==> src/rtl/bit_serializer.sv <==
// bit_serializer: MSB-first parallel-to-serial front end; define SERIALIZER_PARITY_EN to append an even-parity bit
module bit_serializer #(
  parameter int WIDTH = 8
) (
  input  logic             clk,
  input  logic             rst,
  input  logic [WIDTH-1:0] din,
  input  logic             din_vld,
  output logic             din_rdy,
  output logic             sout,
  output logic             sout_vld,
  output logic             busy
);
  localparam int CW = $clog2(WIDTH);
`ifdef SERIALIZER_PARITY_EN
  typedef enum logic [1:0] {IDLE, SHIFT, PAR} state_t;
  logic par_q, par_d;
`else
  typedef enum logic [1:0] {IDLE, SHIFT} state_t;
`endif
  state_t state_q, state_d;
  logic [WIDTH-1:0] sreg_q, sreg_d;
  logic [CW-1:0] cnt_q, cnt_d;
  logic last, load;
  // Next-state, shift/count update and handshake; a load in the final bit cycle reloads without a gap
  always_comb begin
    last = state_q == SHIFT && cnt_q == '0;
`ifdef SERIALIZER_PARITY_EN
    din_rdy = state_q == IDLE || state_q == PAR;
    par_d = par_q;
`else
    din_rdy = state_q == IDLE || last;
`endif
    load = din_vld && din_rdy;
    state_d = state_q;
    sreg_d = sreg_q;
    cnt_d = cnt_q;
    if (state_q == SHIFT) begin
      sreg_d = sreg_q << 1;
      cnt_d = last ? cnt_q : cnt_q - CW'(1);
`ifdef SERIALIZER_PARITY_EN
      state_d = last ? PAR : SHIFT;
`else
      state_d = last ? IDLE : SHIFT;
`endif
    end
`ifdef SERIALIZER_PARITY_EN
    if (state_q == PAR) state_d = IDLE;
`endif
    if (load) begin
      state_d = SHIFT;
      sreg_d = din;
      cnt_d = CW'(WIDTH - 1);
`ifdef SERIALIZER_PARITY_EN
      par_d = ^din;
`endif
    end
`ifdef SERIALIZER_PARITY_EN
    sout = state_q == IDLE ? 1'b0 : state_q == PAR ? par_q : sreg_q[WIDTH-1];
`else
    sout = state_q == IDLE ? 1'b0 : sreg_q[WIDTH-1];
`endif
    sout_vld = state_q != IDLE;
    busy = state_q != IDLE;
  end
  // State registers; reset discards any word in flight
  always_ff @(posedge clk or negedge rst) begin
    if (!rst) begin
      state_q <= IDLE;
      sreg_q <= '0;
      cnt_q <= '0;
`ifdef SERIALIZER_PARITY_EN
      par_q <= 1'b0;
`endif
    end else begin
      state_q <= state_d;
      sreg_q <= sreg_d;
      cnt_q <= cnt_d;
`ifdef SERIALIZER_PARITY_EN
      par_q <= par_d;
`endif
    end
  end
endmodule

==> config.mk <==
export PLATFORM = sky130hd
export DESIGN_NAME = bit_serializer
export DESIGN_NICKNAME = d
export VERILOG_FILES = /design/src/rtl/bit_serializer.sv
export SDC_FILE = /design/constraint.sdc
export NUM_CORES = 1
export LEC_CHECK = 0
export CORE_AREA = 4 4 41 43
export DETAILED_ROUTE_END_ITERATION = 12
export DIE_AREA = 0 0 45 47
export PLACE_DENSITY = 0.73
export SETUP_SLACK_MARGIN = 0.5
export SLEW_MARGIN = 10
export SYNTH_ARGS = -nofsm -noshare
export SYNTH_HDL_FRONTEND = slang
export SYNTH_SLANG_ARGS = --single-unit
==> constraint.sdc <==
create_clock -name clk -period 1.6 [get_ports clk]
set_input_delay 0.24 -clock clk [delete_from_list [all_inputs] [get_ports clk]]
set_output_delay 0.24 -clock clk [all_outputs]
set_load 0.01 [all_outputs]
# Word-level counts from Yosys, hierarchy flattened
# Index checks and enable logic that the tools add are counted.
[classes]
addsub = 1
eq_ne = 2
muxes = 9
n_reduce_logical = 8
[ops]
columns = ["operator", "count"]
rows = [
  ["2-to-1 mux 8 bit", 2],
  ["2-to-1 mux 3 bit", 3],
  ["2-to-1 mux 2 bit", 2],
  ["nonzero test 2 bit", 2],
  ["logical NOT 3 bit", 1],
  ["subtractor 3 x 1 -> 3 bit (second input constant)", 1],
  ["equality test 2 x 1 -> 1 bit (second input constant)", 1],
  ["logical AND 1 bit", 2],
  ["logical NOT 2 bit", 1],
  ["2-to-1 mux 1 bit", 2],
  ["!= test 2 x 1 -> 1 bit (second input constant)", 1],
  ["AND reduction 2 bit", 1],
  ["logical OR 1 bit", 1],
]
[word_totals]
register_bits = 13
in_bits = 11
out_inout_bits = 4
word_cells = 23

# Longest topological paths before layout
# Gate-level depths: netlist of run 1.
[logic_depth]
ltp_word = 6
depth_mapped = 5

# Least setup slack after synthesis of run 1
# OpenSTA, ideal clock, no wires.
[synth_path]
path_type = "reg2reg"
from = "register cnt_q[0]"
to = "register sreg_q[1]"
setup_ps = 126
t_arrival_ps = 1215
required_ps = 1474
slack_ps = 259
stages_incl_launch_ff = 6
n_path_buf = 0
synth_period_minus_slack_ps = 1341
cell_sequence = "dfrtp_1 > inv_1 > ha_1 > nand2b_4 > o21a_4 > a221o_1"
[synth_via]
elab_chain_len = 5
elab_cells_between_ends = 6
cone_classes = "1 x mux; 5 x reduce/logical"
[synth_rtl]
columns = ["item", "line_no", "source"]
rows = [
  ["from (decl)", "23", "logic [CW-1:0] cnt_q, cnt_d;"],
  ["from (signal assigned)", "78", "cnt_q <= cnt_d;"],
  ["logical NOT 3 bit *", "27", "last = state_q == SHIFT && cnt_q == '0;"],
  ["logical AND 1 bit *", "27", ""],
  ["logical OR 1 bit *", "32", "din_rdy = state_q == IDLE || last;"],
  ["logical AND 1 bit *", "34", "load = din_vld && din_rdy;"],
  ["2-to-1 mux 8 bit or nonzero test 2 bit (tied branches)", "n/a", ""],
  ["to (signal assigned)", "77", "sreg_q <= sreg_d;"],
  ["to (decl)", "22", "logic [WIDTH-1:0] sreg_q, sreg_d;"],
]
# Every way passes the cells marked *; elsewhere a longest branch is shown, timed or not.
# A chain may end at the register's enable or synchronous reset.

# Worst setup path in the final report of run 1
[layout_path]
from = "register cnt_q[0]"
to = "register cnt_q[1]"
[layout_via]
elab_chain_len = 6
elab_cells_between_ends = 11
cone_classes = "1 x add/sub; 1 x eq/ne; 3 x mux; 6 x reduce/logical"
[layout_rtl]
columns = ["item"]
rows = [
  ["branches (longest 6 deep; another with subtractor 3 x 1 -> 3 bit)"],
]
# Parallel ways; which one is timed is not known. The select of a mux whose other input is x is not followed.

==> impl_metrics.ini, run 1 <==
[outcome]
outcome = completed

[routing]
ant_nets = 0
drt_first_iter_violations = 13
vias_per_cell = 5.40
wire_per_inst_um = 15.4
dr.pass1.iters = 4
drc_errors = 0
vias = 502
routed_wl_mm = 1.43

[logic_synthesis]
yosysTopAreaCellShare_pct = 51.7
avgSynthCellArea_um2 = 11.8
synthCells = 49
ys_ff_latch = 12
yosysSeqAreaShare_pct = 51.7
synth_compound_area_share_pct = 23.7
synthAdderAreaFrac_pct = 4.31
synth_top_family_by_area = compound AO/OA/AOI/OAI gates
synthMuxAreaShare_pct = 0
yosysWarnings = 0
yosys.area_share.xor_xnor_pct = 0
synthTopCellsByArea = dfrtp_1 52%, a221o_1 12%, and2_1 8.6%, ha_1 4.3%, a31oi_1 3.2%
yosys.area_share.simple_pct = 15.5
synth_area_leader_cell = dfrtp_1
netlist_area_um2 = 581
synth.distinct_cells = 19
syn_nets = 62

[sta]
fin_crit_ns = 1.46
fmax_mhz = 684
worst_pin_slew_ns = 0.533
fin_tns_setup_ns = 0
drv_slew = 0
max_slew_margin_pct = 64.4
skew_ns = 0.00813
rsz0062_at_grt = true
hold_violations = 0
setup_viol = 0
fin_crit_sh_pct = 91.4

[clock_network]
htreeDepth = 1
cts_tree = done
postCtsHoldBufs = 0
cts_buffers = 3
clock-root-buffer = clkbuf_4
clock_path_buffers = 2
cts.sinks = 12
clkLatencyLatePin_ns = 0.27
path_clk_slew_ns = 0.07

[placed_design]
gp_congestion = 0.722
io_buffers = 14
place_area_um2 = 778
hpwl_um = 873

[pwr]
power.leakage_nw = 0.432
peakVddDrop_mv = 1.03
power.total_mw = 1.57
powerDensity_mw_per_mm2 = 1670
power_frac_clock_pct = 11.3
power_switching_uw = 528
pwr-share-seq_pct = 30.6
intPower_mw = 1.04
comb_power_share_pct = 58.1
swShare_pct = 33.6

[die]
io-pin-count = 15
dieWidth_um = 45
initial_core_util_pct = 44.6
num_rows = 13
dieArea_mm2 = 0.00212
dieHeight_um = 47
core-area_mm2 = 0.00130

[final_layout]
layout_commonest_cell = dfrtp_1
utilization_pct = 72.2
drive_gt1_share_pct = 46.2
n_antenna_cell = 0
mostFrequentLayoutCells = 11 x dfrtp_1, 10 x clkdlybuf4s50_1, 10 x buf_6
nets = 93
finish.instance_area_um2 = 940
area_delta_synth_final_pct = 61.9

[critical_path]
cp_slowest_cell = dfrtp_1
critPathBufInv = 4
cp_data_required_time_ns = 1.78
cp_cell_sequence = inv_2, ha_4, nand2b_4, buf_6, buf_4, buf_6, and3_4, a31oi_4
cpMostUsedCell = buf_6
slowest_delay_ns = 0.39
critPathArrivalTime_ns = 1.64
path_delay_family = buffers and inverters
worst_setup_path_start_kind = flop
crit_type = flop to flop
cp_max_fo = 3
endpoint_kind = flop

[global_routing]
grt_pass1_vias = 507
antenna_found_initial = 0
grt_first_pass_wirelength_mm = 2.26
grt_max_degree = 13
grt_overflow_total = 0
grt_use_total_pct = 15.9

[min_path]
hp-class = primary input to asynchronous set/reset pin

[flow_run]
maxCapViolations = 0
-- worst reg2reg max path: cells and delay by family (launching register included) --
kind                     cells  cell delay, ns
buffers and inverters        4            0.43
flip-flops                   1            0.39
AND/OR/NAND/NOR              2            0.23
AO/OA/AOI/OAI                1            0.16
adder cells (fa/ha/maj)      1            0.14
-- cells in the mapped netlist --
cell      count
dfrtp_1      12
and2_1        8
a221o_1       7
a31oi_1       3
inv_1         3
ha_1          2
nand2_1       2
a211oi_1      1
a21oi_2       1
a22o_1        1
a31o_2        1
and3_1        1
buf_2         1
buf_4         1
inv_2         1
nand2b_4      1
nor2_1        1
nor4b_1       1
o21a_4        1
-- worst paths after layout --
| path | startpoint | to | slack, ns | cells after the start |
|---|---|---|---|---|
| min in group clk | sreg_q[0] | sreg_q[1] | 0.49 | 1 |
| worst min-delay path | rst | sreg_q[1] | 0.32 | 1 |
| worst max-delay path | cnt_q[0] | cnt_q[1] | 0.14 | 8 |
| worst max register to register | cnt_q[0] | cnt_q[1] | 0.14 | 8 |
| max in group asynchronous | rst | state_q[0] | 0.90 | 1 |
| worst min register to register | sreg_q[0] | sreg_q[1] | 0.49 | 1 |
-- sequential cells by signal (all words and copies together) (netlist names) --
name and cells:
cnt_q 3, state_q 1, sreg_q 8
-- power by group through the flow --
stage	Sequential, mW	Combinational [mW]	Clock (mW)
floorplan	0.472	0.388	0
global placement	0.490	0.577	0
detailed placement	0.488	0.588	0
CTS	0.478	0.786	0.188
global route	0.494	0.975	0.214
finish	0.482	0.913	0.177
-- area by class of cell --
cell class / instances / area [um2]
Inverter: 4 / 15.0
Multi-Input combinational cell: 31 / 309
Sequential cell: 12 / 302
Tap cell: 15 / 18.8
Fill cell: 96 / 362
Clock buffer: 3 / 22.5
Timing Repair Buffer: 28 / 273
-- timing repair --
item                                    in CTS  in global routing
endpoints found under the setup margin      15                 16
pin swaps                                    4                  5
buffers inserted                             7                  3
gates resized for setup                     29                  4
-- per-layer routing --
metal | global-route usage [%] | vias to the layer above | wire length [um]
met5 | 0 | - | 0
met4 | 7.02 | 0 | 31
met3 | 6.90 | 4 | 76
met2 | 26.3 | 15 | 726
met1 | 17.8 | 244 | 594
li1 | - | 239 | -
-- logic make-up (layout without fill, tap and decap cells) --
family	Yosys count	in the layout
buffers and inverters	6	35
flip-flops	12	12
AND/OR/NAND/NOR	14	14
adder cells (fa/ha/maj)	2	2
AO/OA/AOI/OAI	15	15
-- through the flow --
| stage | instances | setup slack (ns) | hold WS, ns |
|---|---|---|---|
| final | 93 | 0.137 | 0.317 |
| after global routing | 93 | 0.0514 | 0.338 |
| after CTS | 90 | 0.175 | 0.332 |
| after detailed placement | 80 | 0.0429 | 0.492 |
| after global placement | 80 | 0.0580 | 0.477 |
| after floorplan | 49 | 0.306 | -0.0556 |
Power figures use the tool's default switching activity.
==> run 2: changes to the inputs <==
--- a/config.mk
+++ b/config.mk
@@ -11,5 +11,6 @@
 export PLACE_DENSITY = 0.73
 export SETUP_SLACK_MARGIN = 0.5
-export SLEW_MARGIN = 10
+export SKIP_LAST_GASP = 1
+export SLEW_MARGIN = 40
 export SYNTH_ARGS = -nofsm -noshare
 export SYNTH_HDL_FRONTEND = slang
==> constraint.sdc (replaced) <==
create_clock -name clk -period 1.6 [get_ports clk]
set_input_delay 0.32 -clock clk [delete_from_list [all_inputs] [get_ports clk]]
set_output_delay 0.32 -clock clk [all_outputs]
set_load 0.01 [all_outputs]
==> impl_metrics.ini, run 2 (same netlist as run 1, synthesis figures left out) <==
[outcome]
outcome = completed

[clock_network]
path_clk_slew_ns = 0.07
cts.sinks = 12
clock-root-buffer = clkbuf_4
clkLatencyLatePin_ns = 0.27
clock_path_buffers = 2
htreeDepth = 1
cts_tree = done
cts_buffers = 3

[pwr]
powerDensity_mw_per_mm2 = 1680
peakVddDrop_mv = 0.928
power.leakage_nw = 0.456

[routing]
vias = 508
drc_errors = 0
routed_wl_mm = 1.55
wire_per_inst_um = 16.1
vias_per_cell = 5.29
dr.pass1.iters = 2
drt_first_iter_violations = 7
ant_nets = 0

[final_layout]
largest_reg_flops = 8
regArea_um2 = 302
nets = 96
multiInputGateArea_um2 = 333
regMostFlops = sreg_q
area_delta_synth_final_pct = 70.5
reg.largest.list = sreg_q (8), cnt_q (3), state_q (1)
mostFrequentLayoutCells = 11 x dfrtp_1, 11 x buf_6, 10 x clkdlybuf4s50_1, 10 x buf_4
utilization_pct = 76.1
finish.instance_area_um2 = 990
drive_gt1_share_pct = 50.6
num-fill-cells = 86
n_antenna_cell = 0

[critical_path]
cp_data_required_time_ns = 1.28
reg2reg_depth = 6
critPathArrivalTime_ns = 1.16
cp_slowest_cell = dfrtp_1
worst_setup_path_start_kind = flop
slowest_delay_ns = 0.40
crit_type = flop to primary output
cp_max_fo = 2
cp_cell_sequence = inv_2, ha_4, nand2b_4, nand2_2, buf_6
endpoint_kind = primary output

[placed_design]
gp_congestion = 0.697
io_buffers = 14
hpwl_um = 906
place_area_um2 = 801

[sta]
drv_slew = 0
worst_pin_slew_ns = 0.536
hold_violations = 0
setup_viol = 0
fin_crit_sh_pct = 92.3
fin_crit_ns = 1.48
max_slew_margin_pct = 64.1
fmax_mhz = 677
rsz0062_at_grt = true
skew_ns = 0.00351

[die]
num_rows = 13
dieWidth_um = 45
dieArea_mm2 = 0.00212
io-pin-count = 15
dieHeight_um = 47
core-area_mm2 = 0.00130
initial_core_util_pct = 44.6

[global_routing]
grt_first_pass_wirelength_mm = 2.36
grt_pass1_vias = 537
grt_overflow_total = 0
grt_use_total_pct = 16.4
antenna_found_initial = 0
grt_max_degree = 13

[flow_run]
maxCapViolations = 0

[min_path]
hp-class = primary input to asynchronous set/reset pin
==> run 2: changes by cell type in the layout (fill, tap and decap cells not counted), sizes merged <==
| cell | before | now |
|---|---|---|
| buf | 18 | 21 |
==> run 2: what timing repair did <==
action / CTS / global route
hold buffers: 0 / 0
endpoints found under the setup margin: 15 / 16
pin swaps: 8 / 2
gates resized for setup: 33 / 6
buffers inserted: 7 / 3
==> run 2: layout make-up <==
type	count	area share [%]
tap	15	1.90
inverter	4	1.52
sequential	12	30.5
timing repair buffer	31	30.2
clock buffer	3	2.28
multi-input combinational	31	33.6
==> run 2: power by group <==
part | total (mW) | switching [mW] | internal (mW) | leakage (nW)
Sequential | 0.488 | 0.0712 | 0.417 | 0.150
Clock | 0.187 | 0.0996 | 0.0871 | 0.0138
Combinational | 0.987 | 0.393 | 0.594 | 0.292
Total | 1.66 | 0.563 | 1.10 | 0.456
==> run 2: metal layers <==
layer,track usage [%],share of wire (%),vias to the layer above
li1,-,-,246
met1,19.3,42,244
met2,28.0,50,12
met3,3.45,4.3,6
met4,8.77,3.3,0
met5,0,0,-
==> run 2: metrics by stage <==
| stage | worst slack [ns] | std cells | hold slack, ns | power [mW] | setup TNS, ns |
|---|---|---|---|---|---|
| 6_report | 0.123 | 96 | 0.394 | 1.66 | 0 |
| 4_1_cts | 0.165 | 93 | 0.409 | 1.48 | 0 |
| 5_1_grt | 0.0793 | 96 | 0.423 | 1.75 | 0 |
| 3_3_place_gp | 0.0115 | 83 | 0.480 | 1.08 | 0 |
| 3_5_place_dp | -0.00516 | 83 | 0.492 | 1.09 | -0.00516 |
| 2_1_floorplan | 0.306 | 49 | 0.0244 | 0.859 | 0 |
==> run 2: path summary, 6_finish.rpt <==
check / startpoint / endpoint / slack (ns)
max: cnt_q[0] / din_rdy / 0.12
min reg2reg: sreg_q[3] / sreg_q[4] / 0.51
max reg2reg: cnt_q[0] / sreg_q[2] / 0.13
min in group clk: sreg_q[3] / sreg_q[4] / 0.51
min: rst / sreg_q[1] / 0.39
max in group asynchronous: rst / state_q[0] / 0.82
==> run 2: worst max-delay path: cells and delay by family, from the launching register on <==
kind                     cells  cell delay [ns]
flip-flops                   1             0.40
buffers and inverters        2             0.19
adder cells (fa/ha/maj)      1             0.14
AND/OR/NAND/NOR              2             0.14
